File: src/rtl/dm_pkg.sv
// Shared encodings for the data-memory arbiter: access sizes, FSM states, owner ids.
package dm_pkg;

   // Access size codes carried on *_size
   localparam logic [1:0] SIZE_B = 2'b00;
   localparam logic [1:0] SIZE_H = 2'b01;
   localparam logic [1:0] SIZE_W = 2'b10;
   localparam logic [1:0] SIZE_X = 2'b11;

   // Arbiter sequencing: one access takes IDLE -> ACCESS -> RESP
   typedef enum logic [1:0] {
      ST_IDLE   = 2'b00,
      ST_ACCESS = 2'b01,
      ST_RESP   = 2'b10
   } state_t;

   // Which requester owns the transaction in flight
   typedef enum logic {
      OWN_C = 1'b0,
      OWN_D = 1'b1
   } owner_t;

endpackage

File: src/rtl/dm_be_gen.sv
// Byte-enable and alignment check for a single access.
// On any error the enables are forced to zero so nothing downstream can write.
module dm_be_gen
   import dm_pkg::*;
(
   input  logic [1:0] size,
   input  logic [1:0] addr_lo,
   output logic [3:0] be,
   output logic       err
);

   // Decode size and low address bits into lane enables, flag misalignment
   always_comb begin
      be  = 4'b0000;
      err = 1'b0;
      case (size)
         SIZE_B: begin
            be = 4'b0001 << addr_lo;
         end
         SIZE_H: begin
            if (addr_lo[0]) begin
               err = 1'b1;
            end else begin
               be = addr_lo[1] ? 4'b1100 : 4'b0011;
            end
         end
         SIZE_W: begin
            if (addr_lo != 2'b00) begin
               err = 1'b1;
            end else begin
               be = 4'b1111;
            end
         end
         SIZE_X: begin
            err = 1'b1;
         end
         default: begin
            err = 1'b1;
         end
      endcase
   end

endmodule

File: src/rtl/dm_arbiter.sv
// Two-port front end for the single-port data memory.
// Port C (CPU) has fixed priority; port D (DMA/debug) is protected from
// starvation by a wait counter that hands it the next slot after MAX_WAIT
// lost arbitration rounds. Each access is IDLE -> ACCESS -> RESP.
module dm_arbiter
   import dm_pkg::*;
#(
   parameter int MAX_WAIT = 8,
   parameter int WAIT_W   = 4
) (
   input  logic        clk,
   input  logic        rst_n,
   // port C
   input  logic        c_req,
   input  logic        c_we,
   input  logic [1:0]  c_size,
   input  logic        c_sign,
   input  logic [11:0] c_addr,
   input  logic [31:0] c_wdata,
   output logic        c_ack,
   output logic        c_err,
   output logic [31:0] c_rdata,
   // port D
   input  logic        d_req,
   input  logic        d_we,
   input  logic [1:0]  d_size,
   input  logic        d_sign,
   input  logic [11:0] d_addr,
   input  logic [31:0] d_wdata,
   output logic        d_ack,
   output logic        d_err,
   output logic [31:0] d_rdata,
   // memory side
   output logic [9:0]  dm_addr,
   output logic [3:0]  dm_be,
   output logic [31:0] dm_din,
   output logic        dm_we,
   output logic        dm_ldsign,
   input  logic [31:0] dm_dout
);

   localparam logic [WAIT_W-1:0] WAIT_LIMIT = WAIT_W'(MAX_WAIT);

   state_t              state_reg;
   state_t              state_next;
   logic [WAIT_W-1:0]   wait_cnt_reg;
   logic [WAIT_W-1:0]   wait_cnt_next;

   // Fields of the transaction in flight, captured when it is granted
   owner_t              own_reg;
   logic                we_reg;
   logic [1:0]          size_reg;
   logic                sign_reg;
   logic [11:0]         addr_reg;
   logic [31:0]         din_reg;

   logic                grant_en;
   logic                grant_d;
   logic                in_access;
   logic [3:0]          be;
   logic                be_err;

   dm_be_gen u_be_gen (
      .size    (size_reg),
      .addr_lo (addr_reg[1:0]),
      .be      (be),
      .err     (be_err)
   );

   assign in_access = (state_reg == ST_ACCESS);

   // State and starvation counter registers
   always_ff @(posedge clk) begin
      if (!rst_n) begin
         state_reg    <= ST_IDLE;
         wait_cnt_reg <= '0;
      end else begin
         state_reg    <= state_next;
         wait_cnt_reg <= wait_cnt_next;
      end
   end

   // Arbitration, next state, starvation counter update and memory strobes
   always_comb begin
      state_next    = state_reg;
      wait_cnt_next = wait_cnt_reg;
      grant_en      = 1'b0;
      grant_d       = 1'b0;
      dm_we         = 1'b0;
      dm_be         = 4'b0000;
      case (state_reg)
         ST_IDLE: begin
            grant_en = c_req | d_req;
            // D wins alone, or against C once it has waited long enough
            grant_d  = d_req & (~c_req | (wait_cnt_reg == WAIT_LIMIT));
            if (grant_en) begin
               state_next = ST_ACCESS;
            end
            if (!d_req || grant_d) begin
               wait_cnt_next = '0;
            end else if (wait_cnt_reg != WAIT_LIMIT) begin
               wait_cnt_next = wait_cnt_reg + WAIT_W'(1);
            end
         end
         ST_ACCESS: begin
            // be is already zero on an alignment/size error
            dm_be      = be;
            dm_we      = we_reg & ~be_err & rst_n;
            state_next = ST_RESP;
            if (!d_req) begin
               wait_cnt_next = '0;
            end
         end
         ST_RESP: begin
            state_next = ST_IDLE;
            if (!d_req) begin
               wait_cnt_next = '0;
            end
         end
         default: begin
            state_next = ST_IDLE;
         end
      endcase
   end

   // Capture the winning requester's fields at grant time
   always_ff @(posedge clk) begin
      if (!rst_n) begin
         own_reg  <= OWN_C;
         we_reg   <= 1'b0;
         size_reg <= 2'b00;
         sign_reg <= 1'b0;
         addr_reg <= '0;
         din_reg  <= '0;
      end else if (grant_en) begin
         own_reg  <= grant_d ? OWN_D : OWN_C;
         we_reg   <= grant_d ? d_we    : c_we;
         size_reg <= grant_d ? d_size  : c_size;
         sign_reg <= grant_d ? d_sign  : c_sign;
         addr_reg <= grant_d ? d_addr  : c_addr;
         din_reg  <= grant_d ? d_wdata : c_wdata;
      end
   end

   assign dm_addr   = addr_reg[11:2];
   assign dm_din    = din_reg;
   assign dm_ldsign = sign_reg;

   // Per-port response registers: ack/err/rdata become visible in RESP
   generate
      for (genvar gi = 0; gi < 2; gi++) begin : gen_port
         localparam owner_t PORT_OWN = (gi == 0) ? OWN_C : OWN_D;
         logic        ack_reg;
         logic        err_reg;
         logic [31:0] rdata_reg;

         // Load the owner's response at the end of ACCESS; ack lasts one cycle
         always_ff @(posedge clk) begin
            if (!rst_n) begin
               ack_reg   <= 1'b0;
               err_reg   <= 1'b0;
               rdata_reg <= '0;
            end else if (in_access && own_reg == PORT_OWN) begin
               ack_reg   <= 1'b1;
               err_reg   <= be_err;
               rdata_reg <= (we_reg || be_err) ? 32'h0 : dm_dout;
            end else begin
               ack_reg   <= 1'b0;
               err_reg   <= 1'b0;
            end
         end
      end
   endgenerate

   assign c_ack   = gen_port[0].ack_reg;
   assign c_err   = gen_port[0].err_reg;
   assign c_rdata = gen_port[0].rdata_reg;
   assign d_ack   = gen_port[1].ack_reg;
   assign d_err   = gen_port[1].err_reg;
   assign d_rdata = gen_port[1].rdata_reg;

endmodule

File: config.mk
export PLATFORM = sky130hd
export DESIGN_NAME = dm_arbiter
export DESIGN_NICKNAME = d
export VERILOG_FILES = /design/src/rtl/dm_pkg.sv /design/src/rtl/dm_be_gen.sv /design/src/rtl/dm_arbiter.sv
export SDC_FILE = /design/constraint.sdc
export NUM_CORES = 1
export LEC_CHECK = 0
export ABC_AREA = 1
export CORE_AREA = 3 3 129 131
export DETAILED_ROUTE_END_ITERATION = 7
export DIE_AREA = 0 0 132 134
export PLACE_DENSITY = 0.69
export REMOVE_ABC_BUFFERS = 1
export SYNTH_ARGS = -nofsm -noshare
export SYNTH_HDL_FRONTEND = slang
export SYNTH_SLANG_ARGS = --single-unit
File: constraint.sdc
create_clock -name clk -period 2.9 [get_ports clk]
set_clock_uncertainty 0.15 [all_clocks]
set_input_delay 0.87 -clock clk [delete_from_list [all_inputs] [get_ports clk]]
set_output_delay 0.87 -clock clk [all_outputs]
set_load 0.02 [all_outputs]
# Yosys cells after proc, flatten, opt, wreduce, memory -nomap -nowiden
# Index checks and enable logic that the tools add are counted.
classes:
  shift: 1
  mux: 26
  n_bitwise: 8
  addsub: 1
  reduce_logical: 13
  eq_ne: 10
op_table:
  columns: ["op", "n"]
  rows:
  - ["$mux W32", 2]
  - ["$mux W4", 7]
  - ["$mux W12", 1]
  - ["$pmux W4 S3", 1]
  - ["$mux W1", 10]
  - ["$pmux W4 S2", 1]
  - ["$eq A2 B2 Y1 const B", 3]
  - ["$add A4 B1 Y4 const B", 1]
  - ["$eq A2 B1 Y1 const B", 2]
  - ["$eq A4 B4 Y1 const B", 1]
  - ["$logic_not A2 Y1", 2]
  - ["$mux W2", 2]
  - ["$ne A2 B2 Y1 const B", 2]
  - ["$ne A4 B4 Y1 const B", 1]
  - ["$pmux W2 S2", 1]
  - ["$reduce_and A2 Y1", 2]
  - ["$reduce_bool A2 Y1", 2]
  - ["$shl A1 B2 Y4 const A", 1]
  - ["$and A1 B1 Y1", 3]
  - ["$ne A3 B3 Y1 const B", 1]
  - ["$not A1 Y1", 3]
  - ["$pmux W1 S3", 1]
  - ["$reduce_and A3 Y1", 1]
  - ["$logic_and A1 B1 Y1", 2]
  - ["4 further kinds", 6]
totals:
  input_bits: 132
  output_inout_bits: 116
  reg_bits: 123
  word_cells: 73

# Logic depth before layout (Yosys ltp)
depth:
  ltp_word: 7
  mapped_depth: 11
  depth_no_buf: 9

# By module
# From an unflattened synthesis, not the netlist that was laid out.
hier_totals:
  cells_unflattened: 783
  area_unflattened_um2: 5455.2
modules_own_cells:
  columns: ["module", "cells_each", "area_per_inst_um2", "instances", "seq_area_each_um2"]
  rows:
  - ["dm_arbiter", 758, 5352.6, 1, 2462.4]
  - ["dm_be_gen", 25, 102.6, 1, 0.0]

# Worst setup path before layout
# Ideal clock, no wire load.
synth_path:
  path_kind: "input to output"
  start: "in rst_n"
  end: "out dm_we"
  t_arrival_ns: 1.650
  setup_slack_ns: 0.230
  n_path_buf: 2
  path_stages: 4
  required_time_ns: 1.880
  cell_sequence: "buf_2 clkbuf_1 nand3_1 nor2_1"
synth_between:
  elab_chain_len: 2
synth_rtl:
  columns: ["item", "line_no", "text"]
  rows:
  - ["from (decl)", "dm_arbiter.sv:12", "input logic rst_n,"]
  - ["$and A1 B1 Y1", "dm_arbiter.sv:108", "dm_we = we_reg & ~be_err & rst_n;"]
  - ["$mux W1", "dm_arbiter.sv:91", "case (state_reg)"]
  - ["to (decl)", "dm_arbiter.sv:37", "output logic dm_we,"]
# Every way passes these cells.

# Worst setup path in the final report
layout_path:
  start: "reg state_reg[1]"
  end: "out dm_be[1]"
layout_between:
  elab_chain_len: 2
layout_rtl:
  columns: ["item", "line_no", "text"]
  rows:
  - ["from (decl)", "dm_arbiter.sv:44", "state_t state_reg;"]
  - ["from (signal assigned)", "dm_arbiter.sv:78", "state_reg <= state_next;"]
  - ["$eq A2 B1 Y1", "dm_arbiter.sv:91", null]
  - ["$mux W4", "dm_arbiter.sv:91", null]
  - ["to (decl)", "dm_arbiter.sv:35", "output logic [3:0] dm_be,"]
# Every way passes these cells.

==> results summary <==
The flow ran to the end, and the final reports show no timing, DRC or antenna violations. The hold path startpoint is wait_cnt_reg[1]. The CTS tree is done. Dividing the final minimum period by the clock period gives between 90% and 100%. The worst-case clock buffer depth came out at 2. The proportion of netlist area held by the largest area contributor came out at between 40% and 50%.

The number of maximum-capacitance constraint violations is 0. The part of the total power dissipated in sequential elements came out at 33.4%. The leakage power is 0.00383 uW. By area, the combinational part of the netlist is dominated by simple AND/OR/NAND/NOR gates. The pin slew with the least headroom to its limit came out at between 0.7 and 0.8 ns. The internal reg-to-reg setup slack came out at roughly 0.52 ns. The switching power is 1800 uW.

The tree is rooted in a sky130_fd_sc_hd__clkbuf_16. The unique cell type count in the Yosys netlist came out at 26. The number of antenna violations at the first check in global routing is 0. The capture point of the worst reg-to-reg path is d_rdata[12]. The largest net degree at the start of global routing came out at 72. The via count is around 5600. The maximum single-stage delay on the critical path came out at ~0.31 ns. In this run the critical register-to-register path is launched from state_reg[1]. The signal on the critical path passes through inv_1 > ha_1 > inv_2 > nor2_1 > inv_1 > a211oi_1 > clkbuf_2.

The DRC violations left came out at 0. The internal power summed over all cells came out at 4190 uW. The min-delay analysis places its worst path in the category reg -> reg. The remaining max-slew budget at the tightest pin came out at 49.2%. The count of endpoints failing setup in the final report came out at 0.

The total number of yosys warnings is 0. The simple-gate share of the synthesized area came out at 27.0%. Once layout is complete, the utilization of the core stands at 55.0%. The H-tree depth came out at 4.

The first TritonRoute pass finished after 4 iterations. Setup repair after global routing left no endpoint under its margin. For this design the top-level I/O count stands at 248. For this run, the leading register cell type out of synthesis is sky130_fd_sc_hd__dfxtp_1. The logic depth of the worst register-to-register path came out at 8. The final-report max-slew violation count came out at 0. Yosys instantiated no cell more often than sky130_fd_sc_hd__nand2_1. The relative contribution of the clock network to total power came out at 39.1%. The detailed-route wire length is around 17 mm.

For this block, the initial DRC count from the detailed router was 199. The placement row count came out at 46. The synthesized design spends more area on one cell type than any other, namely sky130_fd_sc_hd__dfxtp_1.

The final net count came out at 1122. The total power is between 5000 and 6000 uW. For this run, asynchronously set or reset flops after synthesis account for 0%. The number of setup buffers added after CTS is 0. The signal arrival time at the worst endpoint is 1.70 ns.

At the end of routability-driven placement, the weighted congestion stood at about 0.76. The type of destination of the critical path is an output pin. The synthesized design contains 0 enable-type register cells. The area of the mapped netlist is roughly 5400 um2.

In this run the remaining antenna-violating nets after routing total 0. The worst setup path is launched from a flop. The critical path in this run is classified as reg -> out. Ranked by total cell area, the synthesized netlist is headed by sky130_fd_sc_hd__dfxtp_1, sky130_fd_sc_hd__nand2_1, sky130_fd_sc_hd__nand3_1. The vertical extent of the die came out at 134 um. The width of the die is approximately 130 um.

Summing the sequential cell areas from Yosys gives between 40% and 50% of the chip area. Counting tap cells, the placed design contains a total of about 1200 instances. The estimated wirelength of the detail-placed design is 12.0 mm.

The clock drives about 120 sinks. The worst hold path passes through 2 cells. The highest ir drop seen on vdd is approximately 0.44 mV. The die covers about 18000 um2. The area share of fa/ha/maj cells after synthesis is 1.38%. Averaged over all synthesized cells, the footprint is 7.10 um2. Counting I/O delays and the setup requirement, the final critical path takes 2.72 ns. The ratio of cells with drive above 1 in the final layout is 6.12%. The fraction of synthesized area in multiplexers is 0%. The area of the core came out at 15700 um2. OpenSTA, run right after detailed placement, puts the worst setup slack at 0.0140 ns. The xor and xnor area share after synthesis came out at 0.161%. The worst setup slack after layout came out at 0.179 ns. The final instance count without filler cells came out at 1213.

The routed length per instance came out at 14.0 um. The worst hold path terminates at wait_cnt_reg[1]. 0 antenna diodes ended up in the layout. The wire length of the first global-routing pass is 26.1 mm. Clock tree synthesis inserted a total of 17 buffers. By count the netlist is led by sky130_fd_sc_hd__nand2_1, sky130_fd_sc_hd__dfxtp_1, sky130_fd_sc_hd__nand3_1, sky130_fd_sc_hd__nor2_1, sky130_fd_sc_hd__a21oi_1. The cell count after synthesis is between 700 and 800. Summing the areas of all compound-gate instances in the mapped netlist gives 14.3% of the synthesized area. Clock latency on the worst-skew pair, taken at its later pin, is 0.40 ns. The final number of hold-violating endpoints was 0. The required time at the worst-slack endpoint is about 1.9 ns.

The power density relative to cell area is 692 nW/um2. The critical-path maximum fanout came out at 4. The cell repeated most along the worst path is sky130_fd_sc_hd__inv_1. The area growth from synthesis to layout is 58.9%. The starting density of the core came out at approximately 35%.

The flop and latch count out of synthesis is 123. The total overflow reported by the global router came out at 0. Adding up every negative setup slack in the final design gives 0 ns. The global routing usage summed across all routing layers is 18.5%. After clock tree synthesis, the clock-pin slew on the worst setup and hold paths is 0.06 ns.

On the critical path, the stage with the largest delay is an instance of sky130_fd_sc_hd__dfxtp_1. The mean number of vias per cell came out at 4.63. Buffers placed on the I/O ports in this run total 247.

The via count of the first global-routing pass is 5183. The share of power burned in combinational logic is between 20% and 30%. The maximum operating frequency came out at about 370 MHz. Of the total power, the share spent switching nets is 30.0%.
-- layer usage --
metal,share of wire (%),up-vias,routed length (um),track usage [%]
li1,-,2891,-,-
met5,0,-,0,0
met4,1.5,0,259,6.42
met1,43,2460,7220,21.2
met3,11,16,1950,8.85
met2,44,247,7530,30.4
-- power groups by stage --
| stage | Clock, uW | Sequential [uW] | Combinational (uW) |
|---|---|---|---|
| CTS | 2400 | 2000 | 1660 |
| global route | 2480 | 2030 | 1800 |
| global placement | 0 | 2030 | 1650 |
| finish | 2340 | 2000 | 1640 |
| detailed placement | 0 | 2040 | 1660 |
| floorplan | 0 | 2250 | 598 |
-- layout make-up --
type / instances / area (um2)
Tap cell: 216 / 270
Multi-Input combinational cell: 511 / 2330
Timing Repair Buffer: 263 / 2660
Fill cell: 1520 / 7070
Clock buffer: 19 / 443
Clock inverter: 13 / 214
Sequential cell: 123 / 2460
Inverter: 68 / 255
-- critical path, delay by kind of cell (launching register included) --
family                   cells  cell delay [ns]
AND/OR/NAND/NOR              1             0.10
flip-flops                   1             0.31
adder cells (fa/ha/maj)      1             0.19
AO/OA/AOI/OAI                1             0.23
buffers and inverters        4             0.46
-- cells by family (layout without fill, tap and decap cells) --
family,count (synthesis),in the layout
adder cells (fa/ha/maj),6,6
AO/OA/AOI/OAI,152,152
flip-flops,123,123
AND/OR/NAND/NOR,352,352
XOR/XNOR,1,1
buffers and inverters,132,363
-- cell usage in the layout, fill, tap and decap left out, types with 3 or more instances in the layout --
cell type,count
sky130_fd_sc_hd__nand3_1,100
sky130_fd_sc_hd__clkbuf_16,17
sky130_fd_sc_hd__nor2_1,98
sky130_fd_sc_hd__buf_4,9
sky130_fd_sc_hd__a21oi_1,78
sky130_fd_sc_hd__nand2_1,147
sky130_fd_sc_hd__inv_2,5
sky130_fd_sc_hd__o21ai_0,67
sky130_fd_sc_hd__inv_1,61
sky130_fd_sc_hd__clkdlybuf4s50_1,241
sky130_fd_sc_hd__clkinv_4,3
sky130_fd_sc_hd__dlygate4sd2_1,3
sky130_fd_sc_hd__dfxtp_1,123
sky130_fd_sc_hd__bufinv_16,5
sky130_fd_sc_hd__ha_1,6
sky130_fd_sc_hd__buf_12,7
-- repair_timing --
item	in CTS	in global routing
hold buffers	0	0
pin swaps	0	0
setup endpoints to repair	5	2
gates resized for setup	5	5
-- how the worst max path moves through the flow --
stage | start | to | slack, ns | cells after the start
after detailed placement | rst_n | dm_we | 0.01 | 4
after CTS | state_reg[1] | dm_be[1] | 0.008 | 7
after floorplan | d_req | addr_reg[0] | 0.15 | 7
after global placement | rst_n | dm_we | 0.01 | 4
final | state_reg[1] | dm_be[1] | 0.18 | 7
after global routing | state_reg[1] | dm_be[1] | 0.002 | 7
-- metrics by stage --
stage / area, um2 / hold slack (ns)
finish: 8640 / 0.354
global route: 8640 / 0.371
CTS: 8650 / 0.353
detailed placement: 8000 / 0.344
global placement: 8000 / 0.335
floorplan: 5040 / 0.320
No activity file was read; power rests on OpenSTA's default activity.
==> edit: new RTL, same flow settings <==
The 3 states of `state_t` get a one-hot encoding in 3 bits.
--- a/src/rtl/dm_pkg.sv
+++ b/src/rtl/dm_pkg.sv
@@ -8,10 +8,10 @@
    localparam logic [1:0] SIZE_X = 2'b11;
 
    // Arbiter sequencing: one access takes IDLE -> ACCESS -> RESP
-   typedef enum logic [1:0] {
-      ST_IDLE   = 2'b00,
-      ST_ACCESS = 2'b01,
-      ST_RESP   = 2'b10
+   typedef enum logic [2:0] {
+      ST_IDLE   = 3'b001,
+      ST_ACCESS = 3'b010,
+      ST_RESP   = 3'b100
    } state_t;
 
    // Which requester owns the transaction in flight
Behaviour: same outputs for any inputs over 10 cycles, from zero or initial values and one cycle with rst_n low; not proved beyond that.
==> edit against the unedited design <==
- design area down 1.6%
- register-to-register slack improved by 0.48 ns
- die area unchanged
- global-route usage up 0.97 points
- sequential cell count grew 1
- worst setup slack got worse by 0.050 ns
- count of clock-buffer cells in the layout did not move
- routed wire length increased by 4.1%
- first-iteration DRC count up 140%
- synthesized area shrank 0.90%
- fmax down 1.8%
- non-clock buffer count decreased by 2
- total power fell by 11%
- critical endpoint is now dm_we
- highest routed layer is now met5
==> edit: results (changes against the unedited design) <==
GRT
  • Initial antenna violation count: 3 (+3)
  • Largest net degree at the start of global routing: 115 (+60%)
  • Total track usage: 0.1948 (+0.009677)
  • Wire length of the first global-routing pass: 27.41 mm (+4.9%)
  • Grt met3 use: 0.06152 (-0.02701)
  • GR Layer Usage met2: 0.3136 (+0.009692)
  • Via count of the first global-routing pass: 5,078 (-2.0%)
  • Met1 demand-to-capacity share in global routing: 0.2412 (+0.02906)

Placement
  • Buffers added on ports: 247 (unchanged)
  • HPWL after DPL: 12.00 mm (-0.12%)
  • Placed Instance Area: 7929 µm² (-0.86%)
  • RD Place Congestion: 0.8012 (+5.1%)
  • Worst slack, placed: -0.1920 ns (-0.2061 ns)

Logic synthesis
  • Share of synthesized area occupied by flip-flops and latches: 0.4608 (+0.007818)
  • Number of distinct library cells after synthesis: 27 (+3.8%)
  • Share of async-settable or async-resettable flops after synthesis: 0 (unchanged)
  • Main synth FF type: dfxtp_1
  • Commonest cells in the netlist: dfxtp_1, a21oi_1, o21ai_0, nand2_1, nand3_1
  • Cell types with the largest area share after synthesis: dfxtp_1, a21oi_1, o21ai_0
  • Warnings from Yosys: 0 (unchanged)

Clock network
  • Htree depth: 4 (unchanged)
  • Clock Pin Slew Worst Setup and Hold Paths: 0.06 ns (about the same)
  • Clock network latency to the later pin of the worst-skew pair: 0.42 ns (+0.02 ns)
  • Root buf cell: clkbuf_16
  • Maximum clock path buffer count: 2 (unchanged)
  • CTS buffer count: 17 (unchanged)

Setup path
  • Slowest library cell on the worst path: dlygate4sd2_1
  • Crit-path max FO: 3 (-1)
  • Worst Path Arrival: 1.75 ns (+0.05 ns)
  • Top delay family on crit path: buffers and inverters
  • Crit path largest cell delay: 0.34 ns (+0.03 ns)

Worst hold path
  • HP Class: reg2reg

Cells and area
  • Final-layout fill cell count: 1,485 (-2.3%)
  • Antenna diode instance count: 0 (unchanged)
  • Number of nets in the final layout: 1,075 (-4.2%)
  • Share of cells above drive strength 1: 0.07030 (+0.009121)

Pwr
  • Switching part of the total power: 0.3084 (+0.008161)
  • Combinational share of power: 0.255 (-0.019)
  • Power attributed to sequential cells: 0.00194 W (-3%)
  • VDD IR max: 0.4007 mV (-8.8%)
  • Pleak: 3.612 nW (-5.8%)

Detailed routing
  • Post-DR vias/cell: 4.731 (+2.2%)
  • M1 WL: 7.419 mm (+2.7%)
  • Initial drt markers: 479 (+140%)
  • Length of routed met2 wiring: 8.621 mm (+14%)
  • Highest metal layer with signal wires: met5
  • Routed met3 length: 1.121 mm (-43%)
  • First-pass iteration count of the detailed router: 7 (+3)
  • Wirelength, routed: 17.67 mm (+4.1%)

Run status
  • Status: finished clean

STA
  • Relative slew slack: 0.3230 (-0.1693)
edit: cell count changes in the layout (fill, tap and decap cells not counted), moves of 3 or more:
cell       before  now
nor2_1         98   19
o21ai_0        67  111
nand2_1       147  109
a21oi_1        78  111
nand3_1       100   89
a21oi_2         0    4
bufinv_16       5    1
ha_1            6    2
o21ai_1         1    5
nor2_4          2    5
edit: layout make-up:
class	count	area, µm²	area share
Timing Repair Buffer	261	2643	0.3107
Sequential cell	124	2482	0.2919
Multi-Input combinational cell	467	2281	0.2682
Clock buffer	19	452.9	0.05325
Tap cell	216	270.3	0.03177
Inverter	70	262.8	0.03089
Clock inverter	12	113.9	0.01339
edit: what timing repair did:
action | CTS | global route
setup buffers | 0 | 0
hold buffers | 0 | 0
resized for setup | 6 | 3
setup endpoints to repair | 4 | 2
edit: through the flow:
| stage | std cells | hold WS, ns | power [W] |
|---|---|---|---|
| floorplan | 661 | 0.3045 | 0.002640 |
| global placement | 1138 | 0.3522 | 0.003332 |
| global route | 1169 | 0.4060 | 0.005623 |
| detailed placement | 1138 | 0.3607 | 0.003341 |
| finish | 1169 | 0.3628 | 0.005344 |
| CTS | 1169 | 0.3666 | 0.005414 |
edit: logic make-up (layout without fill, tap and decap cells):
family                     count (synthesis)  in the layout  synth area share
AOI/OAI and AO/OA                        233            233            0.2202
buffers and inverters                    137            362            0.1219
adders and majority gates                  2              2          0.004644
and+or+nand+nor                          230            230            0.1893
xor gates and xnor gates                   2              2          0.003252
DFF                                      124            124            0.4608
edit: path summary, 6_finish.rpt:
kind / from / to / slack, ns / cells past startpoint
setup reg to reg: wait_cnt_reg[0] / we_reg / 1.00 / 9
setup / recovery: rst_n / dm_we / 0.13 / 5
hold reg to reg: own_reg / own_reg / 0.36 / 2
hold / removal: own_reg / own_reg / 0.36 / 2
